## src/rtl/pc_gen_ras.sv

```systemverilog
// pc_gen_ras: fetch PC generator with trap/mret/jump/branch selection, EPC and a circular return-address stack
module pc_gen_ras #(
    parameter int XLEN = 32,
    parameter logic [XLEN-1:0] RESET_VEC = 32'h0000_0000,
    parameter logic [XLEN-1:0] TRAP_VEC = 32'h0000_0100,
    parameter int RAS_DEPTH = 4,
    parameter int RAS_CW = 3
) (
    input logic clk,
    input logic reset,
    input logic pc_en,
    input logic trap,
    input logic mret,
    input logic jump,
    input logic [XLEN-1:0] jump_tgt,
    input logic is_call,
    input logic is_ret,
    input logic branch_taken,
    input logic [XLEN-1:0] branch_tgt,
    output logic [XLEN-1:0] pc,
    output logic [XLEN-1:0] pc_next,
    output logic [XLEN-1:0] epc,
    output logic misalign,
    output logic [RAS_CW-1:0] ras_count
);
    localparam int PW = $clog2(RAS_DEPTH);

    logic [XLEN-1:0] ras [RAS_DEPTH];
    logic [PW-1:0] top, top_next, wr_idx;
    logic [XLEN-1:0] seq_pc, tgt, epc_next;
    logic use_ras, redirect, bad_tgt, do_push, do_pop;
    logic [RAS_CW-1:0] cnt_pop, count_next;

    assign seq_pc = pc + XLEN'(4);
    assign use_ras = is_ret && ras_count != '0;
    assign redirect = !trap && !mret && (jump || branch_taken);
    assign tgt = jump ? (use_ras ? ras[top] : jump_tgt) : branch_tgt;
    assign bad_tgt = redirect && tgt[1:0] != 2'b00;
    assign do_pop = redirect && jump && use_ras && !bad_tgt;
    assign do_push = redirect && jump && is_call && !bad_tgt;

    always_comb begin
        pc_next = trap ? TRAP_VEC : mret ? epc : bad_tgt ? TRAP_VEC : redirect ? tgt : seq_pc;
        epc_next = trap ? pc : bad_tgt ? tgt : epc;
    end

    // A push after a pop lands in the slot just popped; at full it overwrites the oldest slot.
    assign cnt_pop = ras_count - RAS_CW'(do_pop);
    assign count_next = (do_push && cnt_pop != RAS_CW'(RAS_DEPTH)) ? cnt_pop + RAS_CW'(1) : cnt_pop;
    assign wr_idx = top - PW'(do_pop) + PW'(1);
    assign top_next = top - PW'(do_pop) + PW'(do_push);

    always_ff @(posedge clk or posedge reset) begin
        if (reset) begin
            pc <= RESET_VEC;
            epc <= '0;
            misalign <= 1'b0;
            ras_count <= '0;
            top <= '0;
            for (int i = 0; i < RAS_DEPTH; i++) ras[i] <= '0;
        end else begin
            misalign <= pc_en && bad_tgt;
            if (pc_en) begin
                pc <= pc_next;
                epc <= epc_next;
                ras_count <= count_next;
                top <= top_next;
                if (do_push) ras[wr_idx] <= seq_pc;
            end
        end
    end
endmodule

```

## config.mk

```make
export PLATFORM = sky130hd
export DESIGN_NAME = pc_gen_ras
export DESIGN_NICKNAME = d
export VERILOG_FILES = /design/src/rtl/pc_gen_ras.sv
export SDC_FILE = /design/constraint.sdc
export NUM_CORES = 1
export LEC_CHECK = 0
export BUFFER_PORTS_ARGS = -buffer_cell sky130_fd_sc_hd__buf_4
export CAP_MARGIN = 15
export CELL_PAD_IN_SITES_DETAIL_PLACEMENT = 1
export CELL_PAD_IN_SITES_GLOBAL_PLACEMENT = 1
export CORE_MARGIN = 8
export CORE_UTILIZATION = 28
export DETAILED_ROUTE_END_ITERATION = 6
export HOLD_SLACK_MARGIN = 0.08
export PLACE_DENSITY_LB_ADDON = 0.1
export SYNTH_ARGS = -nofsm -noshare
export SYNTH_HDL_FRONTEND = slang
export SYNTH_SLANG_ARGS = --single-unit
```

## constraint.sdc

```tcl
create_clock -name clk -period 5.8 [get_ports clk]
set_input_delay 0 -clock clk [delete_from_list [all_inputs] [get_ports clk]]
set_output_delay 0 -clock clk [all_outputs]
set_load 0.1 [all_outputs]
```

==> results of run 1 <==
[stage by stage]
stage | hold slack (ns) | total power, mW | utilization, %
5_1_grt | 0.165 | 4.67 | 34.7
4_1_cts | 0.0989 | 4.53 | 34.7
6_report | 0.135 | 4.47 | 34.7
2_1_floorplan | 0.302 | 2.84 | -
3_3_place_gp | 0.247 | 3.30 | 32.9
3_5_place_dp | 0.246 | 3.31 | 32.9
[tightest hold or removal path, cell delays in order]
cell and delay [ns]:
buf_4 0.08, o21ai_0 0.16, o21ai_0 0.19, mux2_1 0.12
[cell usage after synthesis, types with 5 or more instances]
| cell type | count | area share (%) |
|---|---|---|
| nor2_1 | 61 | 2.1 |
| o21ai_2 | 20 | 1.6 |
| a21oi_1 | 24 | 1.1 |
| and3_1 | 5 | 0.29 |
| o2bb2ai_1 | 13 | 1.1 |
| xor2_1 | 7 | 0.57 |
| nand3_1 | 28 | 1.3 |
| nor3_1 | 21 | 0.98 |
| nand4_1 | 12 | 0.70 |
| a31oi_1 | 12 | 0.70 |
| mux2_1 | 29 | 3.1 |
| dfrtp_1 | 198 | 46 |
| ha_1 | 7 | 0.82 |
| buf_2 | 17 | 0.80 |
| buf_6 | 8 | 0.84 |
| o32ai_1 | 10 | 0.82 |
| clkbuf_1 | 51 | 1.8 |
| o21ai_0 | 155 | 7.3 |
| buf_1 | 8 | 0.28 |
| mux2i_1 | 8 | 0.75 |
| xnor2_1 | 29 | 2.4 |
| mux2_2 | 27 | 2.8 |
| inv_1 | 25 | 0.88 |
| o221a_2 | 11 | 1.2 |
| nand2_1 | 225 | 7.9 |
| mux4_2 | 32 | 6.7 |
[where the power goes]
group,switching (mW),internal (mW)
sequential,0.148,1.51
combinational,1.20,0.415
clock,0.589,0.611
total,1.94,2.54
[flip-flops by register name, indices dropped and copies added (netlist names)]
register	count
epc	32
pc	32
misalign	1
ras_count	3
top	2
ras	128
[logic make-up (layout without fill, tap and decap cells)]
group                      after synthesis  count (layout)  share of synthesized area [%]
other                                    0               1                              0
DFF                                    198             198                           46.3
adders and majority gates                7               7                          0.819
and+or+nand+nor                        377             377                           15.1
muxes                                   96              96                           13.4
AOI/OAI and AO/OA                      276             276                           16.5
xor gates and xnor gates                36              36                           2.95
buffers and inverters                  114             264                           4.90
[final timing paths]
check / slack (ns) / endpoint / from
setup / recovery: 1.71 / ras[84] / top[0]
hold / removal: 0.14 / epc[26] / branch_tgt[26]
setup reg to reg: 1.71 / ras[84] / top[0]
hold reg to reg: 0.48 / ras[8] / ras[8]
max in group asynchronous: 4.05 / pc[23] / reset
min in group asynchronous: 0.21 / ras[98] / reset
[per-layer routing]
| metal | vias to the layer above | global-route usage (%) | share of wire, % |
|---|---|---|---|
| li1 | 4174 | - | - |
| met4 | 0 | 4.19 | 0.93 |
| met1 | 4626 | 27.9 | 49 |
| met3 | 22 | 2.78 | 3.7 |
| met2 | 172 | 30.6 | 47 |
| met5 | - | 0 | 0 |
[area by class of cell]
type | instances | area, um2
sequential | 198 | 4960
clock inverter | 13 | 123
tap | 511 | 639
multi-input combinational | 792 | 5220
timing repair buffer | 206 | 1570
antenna | 1 | 2.50
clock buffer | 19 | 443
fill | 4320 | 24600
inverter | 26 | 105
==> flow_metrics.env, run 1 <==
export IMPL_outcome="complete, no violations"
export IMPL_path_cells="mux4_2 > nand3_1 > and2_2 > nand2_4 > nor2_1 > ha_1 > xor2_1 > nor2_1 > nand4_2 > buf_4 > nand2_1 > o21ai_0"
export IMPL_synth_flop_cell="dfrtp_1"
export IMPL_hold_depth=4
export IMPL_critPathMaxFanout=36
export IMPL_clock_path_buffers=2
export IMPL_dp_cells=1722
export IMPL_cts_setup_buffers=0
export IMPL_syn_cell_area_um2=10700
export IMPL_fmax_mhz=245
export IMPL_setup_ws_ns=1.71
export IMPL_path_class="reg -> reg"
export IMPL_path_clk_slew_ns=0.08
export IMPL_ios=173
export IMPL_cts_tree="done"
export IMPL_coreArea_um2=37700
export IMPL_hold_buffers=11
export IMPL_clockRootBuffer="clkbuf_16"
export IMPL_grt_use_total_pct=19.4
export IMPL_syn_area_per_cell_um2=9.69
export IMPL_cap_viol_max_count=0
export IMPL_final_layout_size_suffix_gt1_share_pct=26.5
export IMPL_crit_required_ns=6.09
export IMPL_final_cells=1766
export IMPL_reg2regPathDepth=12
export IMPL_cts_buffers=17
export IMPL_crit_path_top_delay_cell="nand4_2"
export IMPL_cpMostUsedCell="nor2_1"
export IMPL_ant_nets=0
export IMPL_synth_cell_types=58
export IMPL_dieArea_um2=44700
export IMPL_rows=71
export IMPL_synthCells=1104
export IMPL_finalInstanceArea_um2=13100
export IMPL_grt_pass1_vias=9671
export IMPL_synth_nets=1184
export IMPL_antenna_found_initial=1
export IMPL_chipHeight_um=211
export IMPL_mostFrequentLayoutCell="nand2_1"
export IMPL_synth_ff_latch_count=198
export IMPL_portBuffers=172
export IMPL_drc=0
export IMPL_gp_congestion=0.825
export IMPL_worst_pin_slew_ns=0.964
export IMPL_total_leakage_power_nw=5.65
export IMPL_path_delay_family="simple AND/OR/NAND/NOR gates"
export IMPL_drtIter0Drc=581
export IMPL_end_kind="flop"
export IMPL_yosysWarnings=0
export IMPL_mostFrequentLayoutCells="225 x nand2_1, 197 x dfrtp_1, 195 x buf_4"
export IMPL_vias=8994
export IMPL_tns_ns=0
export IMPL_dp_hpwl_um=30800
export IMPL_via_per_inst=5.09
export IMPL_clkLatencyLatePin_ns=0.45
export IMPL_critPathMaxStageDelay_ns=0.75
export IMPL_irDropWorstVdd_v=0.000225
export IMPL_grt_start_max_net_pins=114
export IMPL_grt_overflow=0
export IMPL_drv_slew=0
export IMPL_cp_num_cells=12
export IMPL_hold_violations=0
export IMPL_placed_area_um2=12400
export IMPL_critical_path_buf_inv_count=1
export IMPL_rsz0062_at_grt="no"
export IMPL_fin_skew_ns=0.0110
export IMPL_setup_violations_final=0
export IMPL_synth_edff_count=0
export IMPL_area_growth_synth_to_final_pct=22.2
export IMPL_start_kind="flop"
export IMPL_slew_headroom_pct=35.6
export IMPL_die_w_um=211
export IMPL_first_pass_iters=5
export IMPL_numClockSinks=198
export IMPL_wl_per_cell_um=24.1
export IMPL_hp_class="in -> reg"
export IMPL_fin_crit_sh_pct=70.5
export IMPL_async_reset_ff_share_pct=100
export IMPL_h_tree_depth=4
export IMPL_period_minus_slack_ns=4.09
export IMPL_power_density_nw_per_um2=342
export IMPL_wl_um=42600
export IMPL_synth_seq_area_share_pct=46.3
export IMPL_crit_arrival_ns=4.38
export IMPL_grt_first_pass_wirelength_um=64900
export IMPL_cts_resized=0
export IMPL_fin_nets=1321
export IMPL_initial_core_util_pct=28.4
export IMPL_dp_slack_ns=1.62
Power figures use the tool's default switching activity.
==> inputs of run 2 (changes only) <==
==> constraint.sdc (replaced) <==
create_clock -name clk -period 4.3 [get_ports clk]
set_input_delay 0 -clock clk [delete_from_list [all_inputs] [get_ports clk]]
set_output_delay 0 -clock clk [all_outputs]
set_load 0.1 [all_outputs]
==> run 2 against run 1 <==
  * Wire length is 0.50% lower
  * Critical path type unchanged
  * Sequential share of layout area is 0.27 points lower
  * Critical path depth stayed put
==> flow_metrics.env, run 2 (synthesis gave the netlist of run 1 again) <==
export IMPL_grt_pass1_vias=9579
export IMPL_tns_ns=0
export IMPL_fmax_mhz=277
export IMPL_top_register="ras"
export IMPL_via_per_inst=5.10
export IMPL_worst_pin_slew_ns=0.952
export IMPL_gp_congestion=0.795
export IMPL_irDropWorstVdd_v=0.000290
export IMPL_worst_r2r_setup_slack_ns=0.69
export IMPL_dp_hpwl_um=30700
export IMPL_cts_setup_buffers=0
export IMPL_hold_violations=0
export IMPL_initial_core_util_pct=28.4
export IMPL_portBuffers=172
export IMPL_start_kind="flop"
export IMPL_grt_first_pass_wirelength_um=65000
export IMPL_mostFrequentLayoutCell="nand2_1"
export IMPL_hold_depth=4
export IMPL_grt_use_total_pct=19.3
export IMPL_ios=173
export IMPL_path_clk_slew_ns=0.08
export IMPL_cts_tree="done"
export IMPL_crit_arrival_ns=3.95
export IMPL_vias=9015
export IMPL_reg_top3="ras x128, epc x32, pc x32"
export IMPL_fin_skew_ns=0.0129
export IMPL_drtIter0Drc=479
export IMPL_end_kind="flop"
export IMPL_crit_required_ns=4.64
export IMPL_h_tree_depth=4
export IMPL_power_density_nw_per_um2=459
export IMPL_ant_nets=0
export IMPL_grt_use_met1_pct=28.2
export IMPL_met2_usage_pct=29.3
export IMPL_reg2regPathDepth=12
export IMPL_wl_per_cell_um=24.0
export IMPL_clkLatencyLatePin_ns=0.46
export IMPL_chipHeight_um=211
export IMPL_rsz0062_at_grt="no"
export IMPL_rows=71
export IMPL_total_leakage_power_nw=5.69
export IMPL_wl_um=42400
export IMPL_grt_overflow=0
export IMPL_first_pass_iters=5
export IMPL_clock_path_buffers=2
export IMPL_hp_class="in -> reg"
export IMPL_numClockSinks=198
export IMPL_fin_util_pct=34.9
export IMPL_dieArea_um2=44700
export IMPL_antenna_found_initial=1
export IMPL_drc=0
export IMPL_path_class="reg -> reg"
export IMPL_drv_slew=0
export IMPL_grt_start_max_net_pins=101
export IMPL_die_w_um=211
export IMPL_whs_endpoint="epc[30]"
export IMPL_outcome="complete, no violations"
export IMPL_fin_nets=1324
export IMPL_slew_headroom_pct=36.4
export IMPL_final_layout_size_suffix_gt1_share_pct=27.2
export IMPL_setup_ws_ns=0.692
export IMPL_cts_buffers=17
export IMPL_clockRootBuffer="clkbuf_16"
export IMPL_coreArea_um2=37700
export IMPL_cap_viol_max_count=0
export IMPL_critPathMaxFanout=12
export IMPL_dp_slack_ns=0.663
export IMPL_largest_register_ffs=128
export IMPL_top_usage_layer="met2"
export IMPL_reg2reg_to="ras[99]"
export IMPL_setup_violations_final=0
export IMPL_gr_usage_met3_pct=3.00
export IMPL_r2r_start="top[0]"
export IMPL_period_minus_slack_ns=3.61
export IMPL_fin_crit_sh_pct=83.9
export IMPL_hp_start="branch_tgt[30]"
export IMPL_mostFrequentLayoutCells="225 x nand2_1, 197 x dfrtp_1, 195 x buf_4"
export IMPL_area_growth_synth_to_final_pct=23.0
run 2: worst max-delay path: stages (launching register included):
cell and delay (ns):
dfrtp_2 0.55, mux4_2 0.60, nand2_1 0.13, a31o_4 0.27, nand2_4 0.10, nor2_1 0.18
ha_1 0.31, inv_1 0.10, nand2_1 0.07, nor2_1 0.11, nand4_1 0.42, buf_4 0.37
mux2_2 0.28
run 2: cell type report:
| cell class | count | area, um2 |
|---|---|---|
| Fill cell | 4352 | 24500 |
| Multi-Input combinational cell | 792 | 5250 |
| Sequential cell | 198 | 4960 |
| Timing Repair Buffer | 209 | 1630 |
| Tap cell | 511 | 639 |
| Clock buffer | 20 | 467 |
| Clock inverter | 12 | 108 |
| Inverter | 26 | 101 |
| Antenna cell | 1 | 2.50 |
run 2: through the flow:
stage	power, mW	hold WS (ns)	area (um2)	std cells
floorplan	3.84	0.302	10700	1104
detailed placement	4.46	0.266	12500	1725
global placement	4.45	0.261	12500	1725
global route	6.32	0.149	13200	1768
finish	6.04	0.116	13200	1769
CTS	6.13	0.0927	13200	1768
run 2: power breakdown:
part	internal [mW]	switching (mW)	leakage [nW]
Clock	0.809	0.815	0.285
Combinational	0.560	1.61	2.73
Sequential	2.04	0.206	2.67
Total	3.41	2.63	5.69
run 2: how the worst max path moves through the flow:
stage                  from          end  slack [ns]  cells past startpoint
2_1_floorplan  ras_count[2]  pc_next[11]        0.05                      8
3_3_place_gp         top[0]      ras[99]        0.76                     12
3_5_place_dp         top[0]      ras[99]        0.66                     12
4_1_cts              top[0]  pc_next[10]        0.64                      8
5_1_grt              top[0]      ras[99]        0.47                     12
6_report             top[0]      ras[99]        0.69                     12
run 2: repair_timing:
item	CTS	global route
hold buffers	11	0
setup endpoints to repair	0	0
hold endpoints to repair	57	0
resized for setup	0	0
run 2: layer usage:
layer	up-vias	part of all wire (%)
met3	30	3.2
met4	0	1.8
met2	158	46
li1	4184	-
met5	-	0
met1	4643	49
==> inputs of run 3 (changes only) <==
==> constraint.sdc (replaced) <==
create_clock -name clk -period 3.5 [get_ports clk]
set_input_delay 0 -clock clk [delete_from_list [all_inputs] [get_ports clk]]
set_output_delay 0 -clock clk [all_outputs]
set_load 0.1 [all_outputs]
==> run 3 against run 2 <==
  * Design area up 1.8%
  * Count of clock-buffer cells in the layout down 1
  * Sequential power up 22%
  * Setup slack worse by 0.50 ns
  * Clock power up 26%
  * First-iteration DRC count up 7.5%
  * Worst hold slack worse by 0.014 ns
  * Via count down 0.29%
  * Register-to-register slack worse by 0.25 ns
  * Critical path depth down 4
  * Total power up 24%
  * Die area unchanged
  * Largest cell class unchanged
==> flow_metrics.env, run 3 (synthesis gave the netlist of run 1 again) <==
export IMPL_dp_cells=1739
export IMPL_gp_congestion=0.802
export IMPL_cts_tree="done"
export IMPL_mostFrequentLayoutCell="nand2_1"
export IMPL_dp_hpwl_um=30800
export IMPL_path_cells="nand3_1 > buf_4 > or2_2 > nor4_1 > xor2_1 > a222oi_1 > nor2_2 > buf_4"
export IMPL_path_delay_family="simple AND/OR/NAND/NOR gates"
export IMPL_gr_usage_met3_pct=3.31
export IMPL_seqPwrFrac_pct=36.5
export IMPL_drv_slew=0
export IMPL_internal_power_mw=4.27
export IMPL_p_switching_mw=3.24
export IMPL_rsz0062_at_grt="no"
export IMPL_p_clk_share_pct=27.1
export IMPL_crit_arrival_ns=3.31
export IMPL_top_register="ras"
export IMPL_clkLatencyLatePin_ns=0.46
export IMPL_worst_pin_slew_ns=0.881
export IMPL_clockRootBuffer="clkbuf_16"
export IMPL_power_density_nw_per_um2=561
export IMPL_r2r_start="top[0]"
export IMPL_fmax_mhz=303
export IMPL_multiInputGateArea_um2=5340
export IMPL_outcome="complete, no violations"
export IMPL_largest_register_ffs=128
export IMPL_reg2reg_to="ras[54]"
export IMPL_hold_violations=0
export IMPL_end_kind="output port"
export IMPL_hp_class="in -> reg"
export IMPL_final_layout_size_suffix_gt1_share_pct=29.8
export IMPL_setup_violations_final=0
export IMPL_antenna_found_initial=3
export IMPL_die_w_um=211
export IMPL_first_pass_iters=5
export IMPL_critical_path_buf_inv_count=2
export IMPL_via_per_inst=5.04
export IMPL_grt_first_pass_wirelength_um=64400
export IMPL_tns_ns=0
export IMPL_clock_path_buffers=2
export IMPL_slew_headroom_pct=40.8
export IMPL_dieArea_um2=44700
export IMPL_reg_top3="ras x128, epc x32, pc x32"
export IMPL_ios=173
export IMPL_grt_use_met1_pct=26.9
export IMPL_critPathMaxStageDelay_ns=0.54
export IMPL_period_minus_slack_ns=3.31
export IMPL_path_clk_slew_ns=0.07
export IMPL_wl_per_cell_um=23.6
export IMPL_met2_usage_pct=30.0
export IMPL_total_leakage_power_nw=5.78
export IMPL_reg2regPathDepth=9
export IMPL_fillers=4329
export IMPL_power_mw=7.51
export IMPL_h_tree_depth=4
export IMPL_crit_required_ns=3.50
export IMPL_ant_nets=0
export IMPL_irDropWorstVdd_v=0.000421
export IMPL_start_kind="flop"
export IMPL_cpMostUsedCell="buf_4"
export IMPL_seqCellArea_um2=4960
export IMPL_fin_crit_sh_pct=94.4
export IMPL_cts_buffers=17
export IMPL_worst_r2r_setup_slack_ns=0.44
export IMPL_initial_core_util_pct=28.4
export IMPL_grt_use_total_pct=19.1
export IMPL_grt_overflow=0
export IMPL_grt_pass1_vias=9680
export IMPL_wl_um=42100
export IMPL_critPathMaxFanout=8
export IMPL_fin_skew_ns=0.0135
export IMPL_mostFrequentLayoutCells="225 x nand2_1, 206 x buf_4, 197 x dfrtp_1"
export IMPL_numClockSinks=198
export IMPL_combPwrFrac_pct=36.3
export IMPL_hold_depth=4
export IMPL_rows=71
export IMPL_top_usage_layer="met2"
export IMPL_fin_nets=1337
export IMPL_path_class="reg -> out"
export IMPL_drc=0
export IMPL_hp_start="branch_tgt[19]"
export IMPL_cap_viol_max_count=0
export IMPL_switching_share_pct=43.1
export IMPL_vias=8989
export IMPL_crit_path_top_delay_cell="dfrtp_1"
export IMPL_final_cells=1783
export IMPL_chipHeight_um=211
export IMPL_whs_endpoint="epc[19]"
export IMPL_area_growth_synth_to_final_pct=25.3
export IMPL_coreArea_um2=37700
export IMPL_portBuffers=172
export IMPL_grt_start_max_net_pins=124
export IMPL_drtIter0Drc=515
[run 3: cell count changes in the layout (fill, tap and decap cells not counted), sizes merged]
cell	before	now
diode	1	2
dlygate4sd3	11	10
buf	198	212
bufinv	0	1
clkbuf	20	19
[run 3: area by class of cell]
| cell class | count | area share, % |
|---|---|---|
| Antenna cell | 2 | 0.0374 |
| Clock buffer | 19 | 3.38 |
| Clock inverter | 13 | 1.02 |
| Inverter | 26 | 0.757 |
| Multi-Input combinational cell | 792 | 39.8 |
| Sequential cell | 198 | 37.0 |
| Tap cell | 511 | 4.77 |
| Timing Repair Buffer | 222 | 13.2 |
[run 3: worst min-delay path: stages]
cell	delay, ns
buf_4	0.08
o21ai_0	0.14
o21ai_0	0.18
mux2_1	0.13
[run 3: worst max path at each step]
stage,slack [ns],endpoint,cells past startpoint,startpoint
after floorplan,0.002,pc_next[10],7,pc[2]
after global placement,0.55,ras[99],11,top[0]
after detailed placement,0.45,ras[54],9,top[0]
after CTS,0.11,pc_next[24],7,pc[12]
after global routing,0.07,pc_next[24],7,pc[12]
final,0.19,pc_next[18],8,pc[8]
[run 3: per-stage QoR]
step | cell area (um2) | setup slack, ns | utilization [%] | hold slack (ns)
after floorplan | 10800 | 0.00231 | - | 0.302
after global placement | 12700 | 0.546 | 33.7 | -0.0417
after detailed placement | 12700 | 0.448 | 33.7 | -0.0436
after CTS | 13400 | 0.110 | 35.5 | 0.0817
after global routing | 13400 | 0.0688 | 35.6 | 0.161
final | 13400 | 0.194 | 35.6 | 0.102
[run 3: power by group through the flow]
stage / Clock, mW / Combinational (mW) / Sequential [mW]
4_1_cts: 2.11 / 2.77 / 2.74
5_1_grt: 2.19 / 2.89 / 2.78
3_5_place_dp: 0 / 2.75 / 2.79
6_report: 2.04 / 2.73 / 2.74
3_3_place_gp: 0 / 2.74 / 2.78
2_1_floorplan: 0 / 1.16 / 3.57
[run 3: repair_timing]
item | CTS | global route
hold buffers | 10 | 0
gates resized for setup | 0 | 1
buffers inserted | 0 | 0
endpoints found under the hold margin | 220 | 0
setup endpoints to repair | 0 | 1
[run 3: routing by layer]
layer	vias up	wire length (um)
met5	-	0
met1	4605	20600
li1	4221	-
met3	29	1310
met2	134	19500
met4	0	719
